File: config.mk
export PLATFORM = sky130hd
export DESIGN_NAME = efx_add_pipe_flat
export DESIGN_NICKNAME = d
export VERILOG_FILES = /design/src/rtl/efx_add_pipe_if.sv /design/src/rtl/efx_add_pipe.sv /design/src/flat_wrapper.sv
export SDC_FILE = /design/constraint.sdc
export NUM_CORES = 1
export LEC_CHECK = 0
export CAP_MARGIN = 10
export CELL_PAD_IN_SITES_DETAIL_PLACEMENT = 0
export CELL_PAD_IN_SITES_GLOBAL_PLACEMENT = 2
export CORE_MARGIN = 4
export CORE_UTILIZATION = 31
export DETAILED_ROUTE_END_ITERATION = 12
export PLACE_DENSITY_LB_ADDON = 0.1
export SLEW_MARGIN = 30
export SYNTH_ARGS = -nofsm -noshare
export SYNTH_HDL_FRONTEND = slang
export SYNTH_SLANG_ARGS = --single-unit
File: constraint.sdc
create_clock -name clk -period 6.62 [get_ports clk]
set_input_delay 1.986 -clock clk [delete_from_list [all_inputs] [get_ports clk]]
set_output_delay 1.986 -clock clk [all_outputs]
set_load 0.03 [all_outputs]
File: src/rtl/efx_add_pipe_if.sv
// efx_add_pipe_if
//   Handshake and data bundle for the pipelined adder/subtractor.
//   master: producer/consumer side (drives operands and out_ready).
//   slave : the adder itself (drives in_ready and the result).
// Signals:
//   in_valid/in_ready  - input handshake
//   a, b               - operands (WIDTH bits)
//   ci                 - carry-in (add) / borrow-in (sub)
//   sub                - 0 = add, 1 = subtract
//   out_valid/out_ready- output handshake
//   o                  - sum/difference (WIDTH bits)
//   co                 - carry-out (add) / not-borrow (sub)
//   ov                 - two's-complement signed overflow
interface efx_add_pipe_if #(
  parameter int WIDTH = 32
);
  logic             in_valid;
  logic             in_ready;
  logic [WIDTH-1:0] a;
  logic [WIDTH-1:0] b;
  logic             ci;
  logic             sub;
  logic             out_valid;
  logic             out_ready;
  logic [WIDTH-1:0] o;
  logic             co;
  logic             ov;

  modport master (
    output in_valid, a, b, ci, sub, out_ready,
    input  in_ready, out_valid, o, co, ov
  );

  modport slave (
    input  in_valid, a, b, ci, sub, out_ready,
    output in_ready, out_valid, o, co, ov
  );
endinterface

File: src/rtl/efx_add_pipe.sv
// efx_add_pipe
//   Pipelined carry-chain adder/subtractor. The WIDTH-bit operation is cut
//   into NSEG = WIDTH/SEG_WIDTH segments; stage k resolves segment k using
//   the carry registered by stage k-1. Each stage register carries a whole
//   transaction (valid, partial result, operands, carry), so the pipeline
//   moves as one shift register gated by a single global advance.
// Ports:
//   clk - clock, rising edge
//   rst - asynchronous, active-high reset
//   bus - efx_add_pipe_if slave (operands, handshake, result)
module efx_add_pipe #(
  parameter int   WIDTH       = 32,
  parameter int   SEG_WIDTH   = 8,
  parameter logic I0_POLARITY = 1'b1,
  parameter logic I1_POLARITY = 1'b1
) (
  input  logic         clk,
  input  logic         rst,
  efx_add_pipe_if.slave bus
);

  localparam int NSEG = WIDTH / SEG_WIDTH;

  generate
    if ((SEG_WIDTH < 1) || (WIDTH % SEG_WIDTH != 0)) begin : g_bad_width
      $error("efx_add_pipe: WIDTH must be a positive multiple of SEG_WIDTH");
    end
    if ($bits(bus.a) != WIDTH) begin : g_bad_if_width
      $error("efx_add_pipe: interface WIDTH does not match module WIDTH");
    end
  endgenerate

  // Stage registers (index NSEG-1 is the output stage)
  logic [NSEG-1:0]  v_q;
  logic [NSEG-1:0]  c_q;
  logic [WIDTH-1:0] a_q [NSEG];
  logic [WIDTH-1:0] b_q [NSEG];
  logic [WIDTH-1:0] r_q [NSEG];

  logic [NSEG-1:0]  v_d;
  logic [NSEG-1:0]  c_d;
  logic [WIDTH-1:0] a_d [NSEG];
  logic [WIDTH-1:0] b_d [NSEG];
  logic [WIDTH-1:0] r_d [NSEG];

  logic             en;
  logic [WIDTH-1:0] a_eff;
  logic [WIDTH-1:0] b_pol;
  logic [WIDTH-1:0] b_eff;
  logic             cin_eff;

  // Whole pipe advances together; no bubble collapsing.
  assign en           = bus.out_ready | ~v_q[NSEG-1];
  assign bus.in_ready = en;

  // Operand conditioning: polarity first, then subtract inversion.
  assign a_eff   = I0_POLARITY ? bus.a : ~bus.a;
  assign b_pol   = I1_POLARITY ? bus.b : ~bus.b;
  assign b_eff   = bus.sub ? ~b_pol : b_pol;
  assign cin_eff = bus.ci ^ bus.sub;

  // Adds segment k of the operands with carry c_src and merges the segment
  // sum into the partial result. Returns {carry_out, merged_result}.
  function automatic logic [WIDTH:0] seg_add(
    input logic [WIDTH-1:0] a_src,
    input logic [WIDTH-1:0] b_src,
    input logic [WIDTH-1:0] r_src,
    input logic             c_src,
    input int               k
  );
    logic [SEG_WIDTH:0] s;
    logic [WIDTH-1:0]   r;
    s = {1'b0, a_src[k*SEG_WIDTH +: SEG_WIDTH]}
      + {1'b0, b_src[k*SEG_WIDTH +: SEG_WIDTH]}
      + {{SEG_WIDTH{1'b0}}, c_src};
    r = r_src;
    r[k*SEG_WIDTH +: SEG_WIDTH] = s[SEG_WIDTH-1:0];
    return {s[SEG_WIDTH], r};
  endfunction

  always_comb begin
    v_d = '0;
    c_d = '0;

    v_d[0]           = bus.in_valid;
    a_d[0]           = a_eff;
    b_d[0]           = b_eff;
    {c_d[0], r_d[0]} = seg_add(a_eff, b_eff, '0, cin_eff, 0);

    for (int k = 1; k < NSEG; k++) begin
      v_d[k]           = v_q[k-1];
      a_d[k]           = a_q[k-1];
      b_d[k]           = b_q[k-1];
      {c_d[k], r_d[k]} = seg_add(a_q[k-1], b_q[k-1], r_q[k-1], c_q[k-1], k);
    end
  end

  always_ff @(posedge clk or posedge rst) begin
    if (rst) begin
      v_q <= '0;
      c_q <= '0;
      for (int k = 0; k < NSEG; k++) begin
        a_q[k] <= '0;
        b_q[k] <= '0;
        r_q[k] <= '0;
      end
    end else if (en) begin
      v_q <= v_d;
      c_q <= c_d;
      for (int k = 0; k < NSEG; k++) begin
        a_q[k] <= a_d[k];
        b_q[k] <= b_d[k];
        r_q[k] <= r_d[k];
      end
    end
  end

  assign bus.out_valid = v_q[NSEG-1];
  assign bus.o         = r_q[NSEG-1];
  assign bus.co        = c_q[NSEG-1];

  // Carry into the MSB is a^b^sum at that bit; XOR with carry-out gives
  // signed overflow without keeping a separate register for it.
  assign bus.ov = a_q[NSEG-1][WIDTH-1] ^ b_q[NSEG-1][WIDTH-1]
                ^ r_q[NSEG-1][WIDTH-1] ^ c_q[NSEG-1];

endmodule

File: src/flat_wrapper.sv
// flat-port wrapper written by rule: the top's interface ports become plain ports
module efx_add_pipe_flat 
#(
  parameter int   WIDTH       = 32,
  parameter int   SEG_WIDTH   = 8,
  parameter logic I0_POLARITY = 1'b1,
  parameter logic I1_POLARITY = 1'b1
)
  (clk, rst, bus_in_valid, bus_a, bus_b, bus_ci, bus_sub, bus_out_ready, bus_in_ready, bus_out_valid, bus_o, bus_co, bus_ov);
  efx_add_pipe_if #(.WIDTH(WIDTH)) bus_i ();
  input  logic clk;
  input  logic rst;
  input wire logic [$bits(bus_i.in_valid)-1:0] bus_in_valid;
  input wire logic [$bits(bus_i.a)-1:0] bus_a;
  input wire logic [$bits(bus_i.b)-1:0] bus_b;
  input wire logic [$bits(bus_i.ci)-1:0] bus_ci;
  input wire logic [$bits(bus_i.sub)-1:0] bus_sub;
  input wire logic [$bits(bus_i.out_ready)-1:0] bus_out_ready;
  output wire logic [$bits(bus_i.in_ready)-1:0] bus_in_ready;
  output wire logic [$bits(bus_i.out_valid)-1:0] bus_out_valid;
  output wire logic [$bits(bus_i.o)-1:0] bus_o;
  output wire logic [$bits(bus_i.co)-1:0] bus_co;
  output wire logic [$bits(bus_i.ov)-1:0] bus_ov;
  assign bus_i.in_valid = bus_in_valid;
  assign bus_i.a = bus_a;
  assign bus_i.b = bus_b;
  assign bus_i.ci = bus_ci;
  assign bus_i.sub = bus_sub;
  assign bus_i.out_ready = bus_out_ready;
  assign bus_in_ready = bus_i.in_ready;
  assign bus_out_valid = bus_i.out_valid;
  assign bus_o = bus_i.o;
  assign bus_co = bus_i.co;
  assign bus_ov = bus_i.ov;
  efx_add_pipe #(.WIDTH(WIDTH), .SEG_WIDTH(SEG_WIDTH), .I0_POLARITY(I0_POLARITY), .I1_POLARITY(I1_POLARITY)) u_core (.clk(clk), .rst(rst), .bus(bus_i));
endmodule
==> results.toml <==
[status]
status = "finished, final reports clean"

[global_route]
grt_pass1_wl_um = 33200
grt_max_degree = 162
gr-total-overflow = 0
grt_pass1_vias = 6395
antenna_found_initial = 0
grt_use_total_pct = 13.2

[power_and_ir_drop]
switching_share_pct = 38.6
power.leakage_nw = 5.01
switchingPower_mw = 1.98
p_int_mw = 3.15
clockPowerShare_pct = 20.6
pwr-share-comb_pct = 41.6
power_density_nw_per_um2 = 482
seqPwrFrac_pct = 37.7
peakVddDrop_mv = 0.219
totalPowerFinal_mw = 5.14

[clock_tree]
cts_resized = 0
cts_buffers = 17
cts.sinks = 186
cts_setup_buffers = 0
cts_max_level = 4
cts_tree = "yes"
insertion_delay_ns = 0.42
clkTransAtPathRegs_ns = 0.06
cts_root_buffer = "clkbuf_16"
cts_hold_buf = 0
cts_buffer_depth = 2

[logic_synthesis]
synth_fa_ha_area_share_pct = 5.86
ys_top_cells_by_area = "dfrtp_1, nand2_1, ha_1, o21ai_0, xnor2_1"
synth_xor_area_share_pct = 4.02
synth_edf_count = 0
synth.distinct_cells = 38
synthMuxAreaShare_pct = 0.575
async_flop_share_pct = 100
synth_largest_area_cell = "dfrtp_1"
yosysWarnings = 0
ys_ff_latch = 186
synth-simple-area-share_pct = 23.2
synth_top_family_by_area = "simple AND/OR/NAND/NOR gates"
netlist.area_leader.share_pct = 53.5
synthTopCellsByCount = "nand2_1, dfrtp_1, o21ai_0"
synth_ff_type = "dfrtp_1"
synth_area_um2 = 8700
avgSynthCellArea_um2 = 9.22
ys_seq_area_share_pct = 53.5
netlist_instances = 944
yosysMostFrequentCell = "nand2_1"
synth_nets = 1050
synth_compound_area_share_pct = 9.43

[critical_path]
arrival_ns = 3.34
cpMostUsedCell = "clkdlybuf4s50_1"
cp_top_family = "buffers and inverters"
critical_path.cell_chain = "clkdlybuf4s50_1, nor2b_4, inv_4, clkdlybuf4s50_1"
critPathCaptureType = "output pin"
crit_fanout = 4
worstPathRequired_ns = 4.63
crit_slowest_cell = "clkdlybuf4s50_1"
cp-start-kind = "primary input"
cpPeakStageDelay_ns = 0.68
crit_buf_inv = 3
worst-setup-path-type = "in2out"

[placement]
pre_cts_slack_ns = 1.27
globalplace.congestion = 0.744
dpl.hpwl_um = 12300
port_buffers = 105

[timing]
finClkSkew_ns = 0.0102
timing.fmax_mhz = 188
setup-tns-final_ns = 0
fin_crit_sh_pct = 80.4
hold_viol = 0
maxSlewViolCount = 0
setup_slack_ns = 1.30
rsz0062_at_grt = "no"
setup_viol = 0
worst_slew_pin_slew_ns = 0.765
fin_crit_ns = 5.32
max_slew_margin_pct = 49.0

[final_layout]
fillCellCount = 2868
seqCellArea_um2 = 4650
drive_above_1_share_pct = 3.76
syn_to_final_growth_pct = 22.5
n_antenna_cell = 0
multi_input_area_um2 = 3750
nets = 1132

[drt]
wl_um = 19700
drt_iter0_markers = 360
vias = 6317
firstDrtPassIters = 4
remaining_drc_errors = 0
post_drt_via_cell_ratio = 4.46
wl_per_cell_um = 13.9
drtAntennaViolNets = 0

[floorplan]
initial_core_util_pct = 31.4
die_h_um = 176
core.rowCount = 61
fp.coreArea_um2 = 27700
die_w_um = 176
pin_count = 106
die_area_um2 = 30800

[flow_run]
drv_cap = 0

[min_path]
hold_class = "reg2reg"
==> layer usage <==
metal | part of all wire, % | track usage [%] | wire length, µm | vias to the layer above
met1 | 50 | 18.5 | 9890 | 2974
met2 | 46 | 21.5 | 9120 | 68
met4 | 1.0 | 3.22 | 197 | 0
li1 | - | - | - | 3265
met3 | 2.5 | 2.35 | 484 | 10
met5 | 0 | 0 | 0 | -
==> final cells by class <==
cell class / instances / area share, %
Tap cell: 378 / 4.43
Inverter: 14 / 0.551
Clock inverter: 12 / 1.54
Timing Repair Buffer: 111 / 10.6
Clock buffer: 19 / 4.06
Sequential cell: 186 / 43.6
Multi-Input combinational cell: 696 / 35.2
==> worst reg2reg max path: cells and delay by family, from the launching register on <==
| family | cells | cell delay, ns |
|---|---|---|
| AOI/OAI and AO/OA | 2 | 0.63 |
| buffers and inverters | 2 | 1.18 |
| DFF | 1 | 0.39 |
| and+or+nand+nor | 2 | 0.47 |
==> kinds of logic (layout without fill, tap and decap cells) <==
logic type	after synthesis	in the layout
adders and majority gates	36	36
muxes	5	5
and+or+nand+nor	489	489
xor gates and xnor gates	40	40
AOI/OAI and AO/OA	126	126
buffers and inverters	62	156
DFF	186	186
==> stage by stage <==
step	instances	area, µm²	utilization, %	hold slack [ns]
5_1_grt	1416	10700	38.5	0.478
2_1_floorplan	944	8710	-	0.430
6_report	1416	10700	38.5	0.454
4_1_cts	1416	10700	38.5	0.459
3_3_place_gp	1385	10100	36.3	0.444
3_5_place_dp	1385	10100	36.3	0.443
==> power groups by stage <==
stage | Sequential, mW | Clock, mW | Combinational, mW
4_1_cts | 1.95 | 1.11 | 2.20
2_1_floorplan | 2.09 | 0 | 1.39
3_5_place_dp | 1.97 | 0 | 2.18
5_1_grt | 2.02 | 1.14 | 2.44
6_report | 1.94 | 1.06 | 2.14
3_3_place_gp | 1.96 | 0 | 2.18
==> final timing paths <==
| kind | endpoint | slack, ns | start | cells after the start |
|---|---|---|---|---|
| setup / recovery | bus_in_ready | 1.30 | bus_out_ready | 4 |
| hold / removal | u_core.v_q[3] | 0.45 | u_core.v_q[2] | 1 |
| setup reg to reg | u_core.r_d[71] | 3.83 | u_core.v_q[3] | 6 |
| hold reg to reg | u_core.v_q[3] | 0.45 | u_core.v_q[2] | 1 |
| max in group asynchronous | u_core.bus.o[28] | 3.88 | rst | 3 |
| min in group asynchronous | u_core.r_d[0] | 1.84 | rst | 2 |
==> cell usage in the layout (no fill, tap or decap), types with 3 or more instances in the layout <==
cell	n
clkdlybuf4s50_1	104
nor4_1	5
a211o_1	3
inv_6	3
nor2_1	10
a21oi_1	12
a211oi_1	16
clkbuf_16	17
nor2b_1	3
nand3_1	7
o2111ai_1	3
bufinv_16	3
a221o_1	3
ha_1	28
a21o_1	8
xor2_1	13
nand2b_1	3
o21a_1	10
or3_1	9
nand2_1	416
mux2i_1	5
fa_1	8
o31a_1	5
o21bai_1	5
o21ai_0	49
dfrtp_1	186
xnor2_1	27
inv_1	12
nor3b_1	20
or4b_1	3
clkinvlp_4	5
o31ai_1	8
buf_12	3
nor3_1	9
==> registers in the layout, indices dropped and copies added, names as in the netlist <==
| register | cells |
|---|---|
| u_core.c_q | 4 |
| u_core.a_d | 48 |
| u_core.b_d | 48 |
| u_core.b_q | 1 |
| u_core.r_d | 48 |
| u_core.v_q | 4 |
| u_core.a_q | 1 |
| u_core.bus.o | 32 |
(Power assumes the default switching activity.)
